## config.mk

```make
export PLATFORM = sky130hd
export DESIGN_NAME = ram_partition_gate_ctrl
export DESIGN_NICKNAME = d
export VERILOG_FILES = /design/src/rtl/ram_partition_gate_ctrl.sv
export SDC_FILE = /design/constraint.sdc
export NUM_CORES = 1
export LEC_CHECK = 0
export ABC_CLOCK_PERIOD_IN_PS = 2950
export CAP_MARGIN = 20
export CORE_MARGIN = 5
export CORE_UTILIZATION = 50
export CTS_BUF_LIST = sky130_fd_sc_hd__clkbuf_16
export DETAILED_ROUTE_END_ITERATION = 8
export GPL_TIMING_DRIVEN = 0
export PLACE_DENSITY = 0.77
export SETUP_SLACK_MARGIN = 0.4
export SYNTH_ARGS = -nofsm -noshare
export SYNTH_HDL_FRONTEND = slang
export SYNTH_SLANG_ARGS = --single-unit
```

## constraint.sdc

```tcl
create_clock -name clk -period 2.95 [get_ports clk]
set_input_delay 0.59 -clock clk [delete_from_list [all_inputs] [get_ports clk]]
set_output_delay 0.59 -clock clk [all_outputs]
set_load 0.1 [all_outputs]
```

## src/rtl/ram_partition_gate_ctrl.sv

```systemverilog
// ram_partition_gate_ctrl: sequences resize requests for a partitioned RAM by draining
// and gating partitions on a downsize, and by ungating and settling them on an upsize.
// Ports:
//   clk, reset          clock and asynchronous active-high reset
//   reconfigReq_i       resize request, taken only while idle
//   reqParts_i          requested active partition count (1..NUM_PARTS)
//   partDrained_i       per-partition "no live entries" flags
//   ramReady_i          RAM ready after ungating
//   partitionGated_o    per-partition gate enables
//   activeParts_o       current active partition count
//   wrBlockMask_o       partitions being removed; writes must avoid them
//   busy_o              high whenever a request is in flight
//   reconfigAck_o       one-cycle completion pulse
//   reconfigErr_o       qualifies the ack: request was out of range
module ram_partition_gate_ctrl #(
    parameter int NUM_PARTS     = 8,
    parameter int NUM_PARTS_LOG = 3,
    parameter int SETTLE_CYCLES = 4
) (
    input  logic                     clk,
    input  logic                     reset,
    input  logic                     reconfigReq_i,
    input  logic [NUM_PARTS_LOG:0]   reqParts_i,
    input  logic [NUM_PARTS-1:0]     partDrained_i,
    input  logic                     ramReady_i,
    output logic [NUM_PARTS-1:0]     partitionGated_o,
    output logic [NUM_PARTS_LOG:0]   activeParts_o,
    output logic [NUM_PARTS-1:0]     wrBlockMask_o,
    output logic                     busy_o,
    output logic                     reconfigAck_o,
    output logic                     reconfigErr_o
);
    localparam int PW = NUM_PARTS_LOG + 1;
    localparam int CW = $clog2(SETTLE_CYCLES + 1);

    typedef enum logic [1:0] {IDLE, DRAIN, SETTLE, ACK} state_t;

    state_t               state_q, state_d;
    logic [NUM_PARTS-1:0] gated_q, gated_d, mask_q, mask_d;
    logic [PW-1:0]        active_q, active_d, tgt_q, tgt_d;
    logic [CW-1:0]        cnt_q, cnt_d;
    logic                 err_q, err_d;

    // Bits lo..hi-1 set; partitions are always the contiguous low-indexed set.
    function automatic logic [NUM_PARTS-1:0] span(input logic [PW-1:0] lo, input logic [PW-1:0] hi);
        logic [NUM_PARTS-1:0] m;
        m = '0;
        for (int p = 0; p < NUM_PARTS; p++) m[p] = (PW'(p) >= lo) && (PW'(p) < hi);
        return m;
    endfunction

    always_comb begin
        state_d  = state_q;
        gated_d  = gated_q;
        mask_d   = mask_q;
        active_d = active_q;
        tgt_d    = tgt_q;
        cnt_d    = cnt_q;
        err_d    = err_q;
        case (state_q)
            IDLE: if (reconfigReq_i) begin
                tgt_d = reqParts_i;
                err_d = 1'b0;
                if (reqParts_i == '0 || reqParts_i > PW'(NUM_PARTS)) begin
                    err_d   = 1'b1;
                    state_d = ACK;
                end else if (reqParts_i == active_q) begin
                    state_d = ACK;
                end else if (reqParts_i < active_q) begin
                    mask_d  = span(reqParts_i, active_q);
                    state_d = DRAIN;
                end else begin
                    gated_d = gated_q & ~span(active_q, reqParts_i);
                    cnt_d   = CW'(SETTLE_CYCLES);
                    state_d = SETTLE;
                end
            end
            // Only the partitions being removed need to be empty.
            DRAIN: if (&(partDrained_i | ~mask_q)) begin
                gated_d  = gated_q | mask_q;
                mask_d   = '0;
                active_d = tgt_q;
                state_d  = ACK;
            end
            SETTLE: if (cnt_q != '0) begin
                cnt_d = cnt_q - CW'(1);
            end else if (ramReady_i) begin
                active_d = tgt_q;
                state_d  = ACK;
            end
            ACK: state_d = IDLE;
        endcase
    end

    always_ff @(posedge clk or posedge reset) begin
        if (reset) begin
            state_q  <= IDLE;
            gated_q  <= '0;
            mask_q   <= '0;
            active_q <= PW'(NUM_PARTS);
            tgt_q    <= '0;
            cnt_q    <= '0;
            err_q    <= 1'b0;
        end else begin
            state_q  <= state_d;
            gated_q  <= gated_d;
            mask_q   <= mask_d;
            active_q <= active_d;
            tgt_q    <= tgt_d;
            cnt_q    <= cnt_d;
            err_q    <= err_d;
        end
    end

    assign partitionGated_o = gated_q;
    assign activeParts_o    = active_q;
    assign wrBlockMask_o    = mask_q;
    assign busy_o           = state_q != IDLE;
    assign reconfigAck_o    = state_q == ACK;
    assign reconfigErr_o    = (state_q == ACK) && err_q;
endmodule

```

==> impl_metrics.json <==
{
  "power.static_leakage_nw": 1.18,
  "relSlewSlack": 0.325,
  "worst_path_dominant_cell_family": "buffers and inverters",
  "power.density_mw_per_mm2": 1230,
  "grt_antenna_before_repair": 0,
  "fp_rows": 23,
  "htree_levels": 2,
  "timing.hold.worst_path_depth": 2,
  "worst_vdd_rail_ir_drop_mv": 0.579,
  "number_of_global_route_vias_before_repair": 1622,
  "dp_hpwl_um": 3630,
  "yosysSeqAreaShare": 0.369,
  "cts_inserted_buffers": 5,
  "maximum_number_of_pins_on_one_net_before_global_route_repair": 18,
  "period_needed_ps": 2460,
  "clock_tree_from_tritoncts": "done",
  "grtUsageTotal": 0.187,
  "drt-pass1-iter-count": 4,
  "yosys_most_used_dff": "sky130_fd_sc_hd__dfrtp_1",
  "placed_cells": 280,
  "die_height_um": 73.8,
  "detail-route-antenna-nets": 0,
  "cp_slowest_cell": "sky130_fd_sc_hd__clkdlybuf4s50_1",
  "final_nets": 264,
  "yosysMostFrequentCell": "sky130_fd_sc_hd__dfrtp_1",
  "switching_power_mw": 1.74,
  "grtUsageMet3": 0.0465,
  "hold_violations": 0,
  "finish.instance_area_mm2": 0.00269,
  "groute.layer.met2.usage": 0.297,
  "critical_path.n_buffers_inverters": 1,
  "required_ps": 2360,
  "worst_ep_arrival_time_ps": 1870,
  "num_antenna_cells": 0,
  "layout-drive-gt1-share": 0.228,
  "routed_wire_length_per_instance_um": 16.5,
  "power.share.combinational": 0.646,
  "yosysUniqueCellTypes": 58,
  "io_buffer_count": 38,
  "setup_skew_after_layout_ps": 6.20,
  "power.share.switching": 0.525,
  "cp_max_fo": 8,
  "maxCapViolations": 0,
  "drt_iter0_drc": 83,
  "postSynthNetCount": 218,
  "timing.critical_path.depth": 1,
  "floorplan.initialDensity": 0.513,
  "result_of_the_run": "completed",
  "seq_power_share": 0.215,
  "slew_viol_final": 0,
  "number_of_enable_flip_flop_cells_after_synthesis": 0,
  "crit_path_max_incr_delay_ps": 1160,
  "avgViaCountPerCell": 5.77,
  "via_count": 1657,
  "wire_length_after_detailed_routing_um": 4740,
  "grt-ovfl-total": 0,
  "groute.layer.met1.usage": 0.250,
  "worstSetupEndpointType": "output port",
  "postSynth.asyncResetShare": 1.00,
  "clock_latency_ps": 270,
  "reg2reg_depth": 7,
  "grt-busiest-layer": "met2",
  "synthTopCellsByCount": "29 x sky130_fd_sc_hd__dfrtp_1, 22 x sky130_fd_sc_hd__inv_1, 13 x sky130_fd_sc_hd__nor2_1",
  "grt_first_pass_wirelength_um": 7810,
  "cts.path.max_buffers": 2,
  "cell_internal_pwr_mw": 1.58,
  "synthesis.area_mm2": 0.00204,
  "post-synth-top-area-fraction": 0.356,
  "timing.setup.critical_path_class": "reg -> out",
  "synth_top_cell_by_area": "sky130_fd_sc_hd__dfrtp_1",
  "place_congestion": 0.893,
  "fin_crit_sh": 0.834,
  "layout-area-overhead-vs-synth_pct": 32.1,
  "synth_cells": 191,
  "startpoint_type": "flip-flop",
  "io_pins": 39,
  "fin_setup_tns_ps": 0,
  "timing.critical_path.cells": "clkdlybuf4s50_1",
  "clock-sinks": 30,
  "grt_setup_unrepaired": "false",
  "clk_pin_slew_worst_paths_ps": 50,
  "holdCritPathClass": "reg -> reg",
  "postSynthRegisterBits": 30,
  "die-width_um": 73.8,
  "dpl_cell_area_mm2": 0.00252,
  "setup_viol": 0,
  "fin_hold_ws_ps": 483,
  "worst-slew-pin-transition_ps": 1010,
  "residual_drc": 0,
  "root_buffer": "sky130_fd_sc_hd__clkbuf_16",
  "layoutNonFillerInstCount": 287,
  "power.share.clock": 0.139,
  "die_area_mm2": 0.00545,
  "yosys-top-cells-area": "sky130_fd_sc_hd__dfrtp_1 36%, sky130_fd_sc_hd__ha_1 6.8%, sky130_fd_sc_hd__mux2_2 4.4%",
  "postSynthAreaPerCell_um2": 10.7,
  "core_region_area_mm2": 0.00397,
  "synth-warning-count": 0,
  "maxClockFrequency_mhz": 406
}
placed cells by master (no fill, tap or decap), types with 8 or more instances in the layout:
cell type and n:
sky130_fd_sc_hd__dfrtp_1 26, sky130_fd_sc_hd__nor2_1 13, sky130_fd_sc_hd__nand2_1 8, sky130_fd_sc_hd__mux2_2 8
sky130_fd_sc_hd__a21oi_1 11, sky130_fd_sc_hd__inv_1 22, sky130_fd_sc_hd__clkdlybuf4s50_1 30, sky130_fd_sc_hd__ha_1 11
area by class of cell:
type / instances / area [µm²]
flip-flops and latches: 30 / 759
inverters: 22 / 86.3
clock inverters: 2 / 7.51
repair buffers: 39 / 400
fillers: 319 / 1280
plain buffers: 5 / 66.3
clock buffers: 5 / 125
well taps: 50 / 62.6
multi-input cells: 134 / 1180
power groups by stage:
stage / clock network [mW] / registers, mW / logic [mW]
2_1_floorplan: 0 / 1.23 / 1.13
5_1_grt: 0.484 / 0.742 / 2.29
6_report: 0.462 / 0.715 / 2.14
3_3_place_gp: 0 / 0.714 / 2.07
3_5_place_dp: 0 / 0.719 / 2.10
4_1_cts: 0.469 / 0.713 / 2.13
what timing repair did:
action,4_1_cts,5_1_grt
pin swaps,1,1
resized for setup,13,5
hold buffers,0,0
endpoints found under the setup margin,21,8
setup buffers,0,0
kinds of logic after synthesis:
kind of cell | synth area share
compound gates | 0.279
simple gates | 0.140
flops | 0.369
buf+inv | 0.0731
mux | 0.0713
fa+ha+maj | 0.0676
registers in the layout, summed over array words and instances (netlist names):
name,count
activeParts_o,4
cnt_q,3
err_q,1
partitionGated_o,8
state_q,2
tgt_q,4
wrBlockMask_o,8
routing by layer:
metal,vias to the layer above,share of wire
li1,811,-
met1,791,0.46
met2,47,0.46
met3,8,0.056
met4,0,0.017
met5,-,0
path summary, 6_finish.rpt:
path	from	endpoint	slack, ps
max in group asynchronous	reset	activeParts_o[3]	1670
worst min register to register	tgt_q[0]	tgt_q[0]	480
worst max register to register	activeParts_o[3]	partitionGated_o[7]	620
worst min-delay path	tgt_q[0]	tgt_q[0]	480
min in group asynchronous	reset	tgt_q[2]	700
worst max-delay path	activeParts_o[1]	activeParts_o[1]	490
stage by stage:
stage	total power, mW	setup slack (ps)	util
2_1_floorplan	2.36	415	-
3_5_place_dp	2.82	-202	0.635
5_1_grt	3.51	415	0.677
4_1_cts	3.31	413	0.674
3_3_place_gp	2.78	-148	0.628
6_report	3.32	490	0.677
Note: power is estimated with default switching activity, not from simulation.
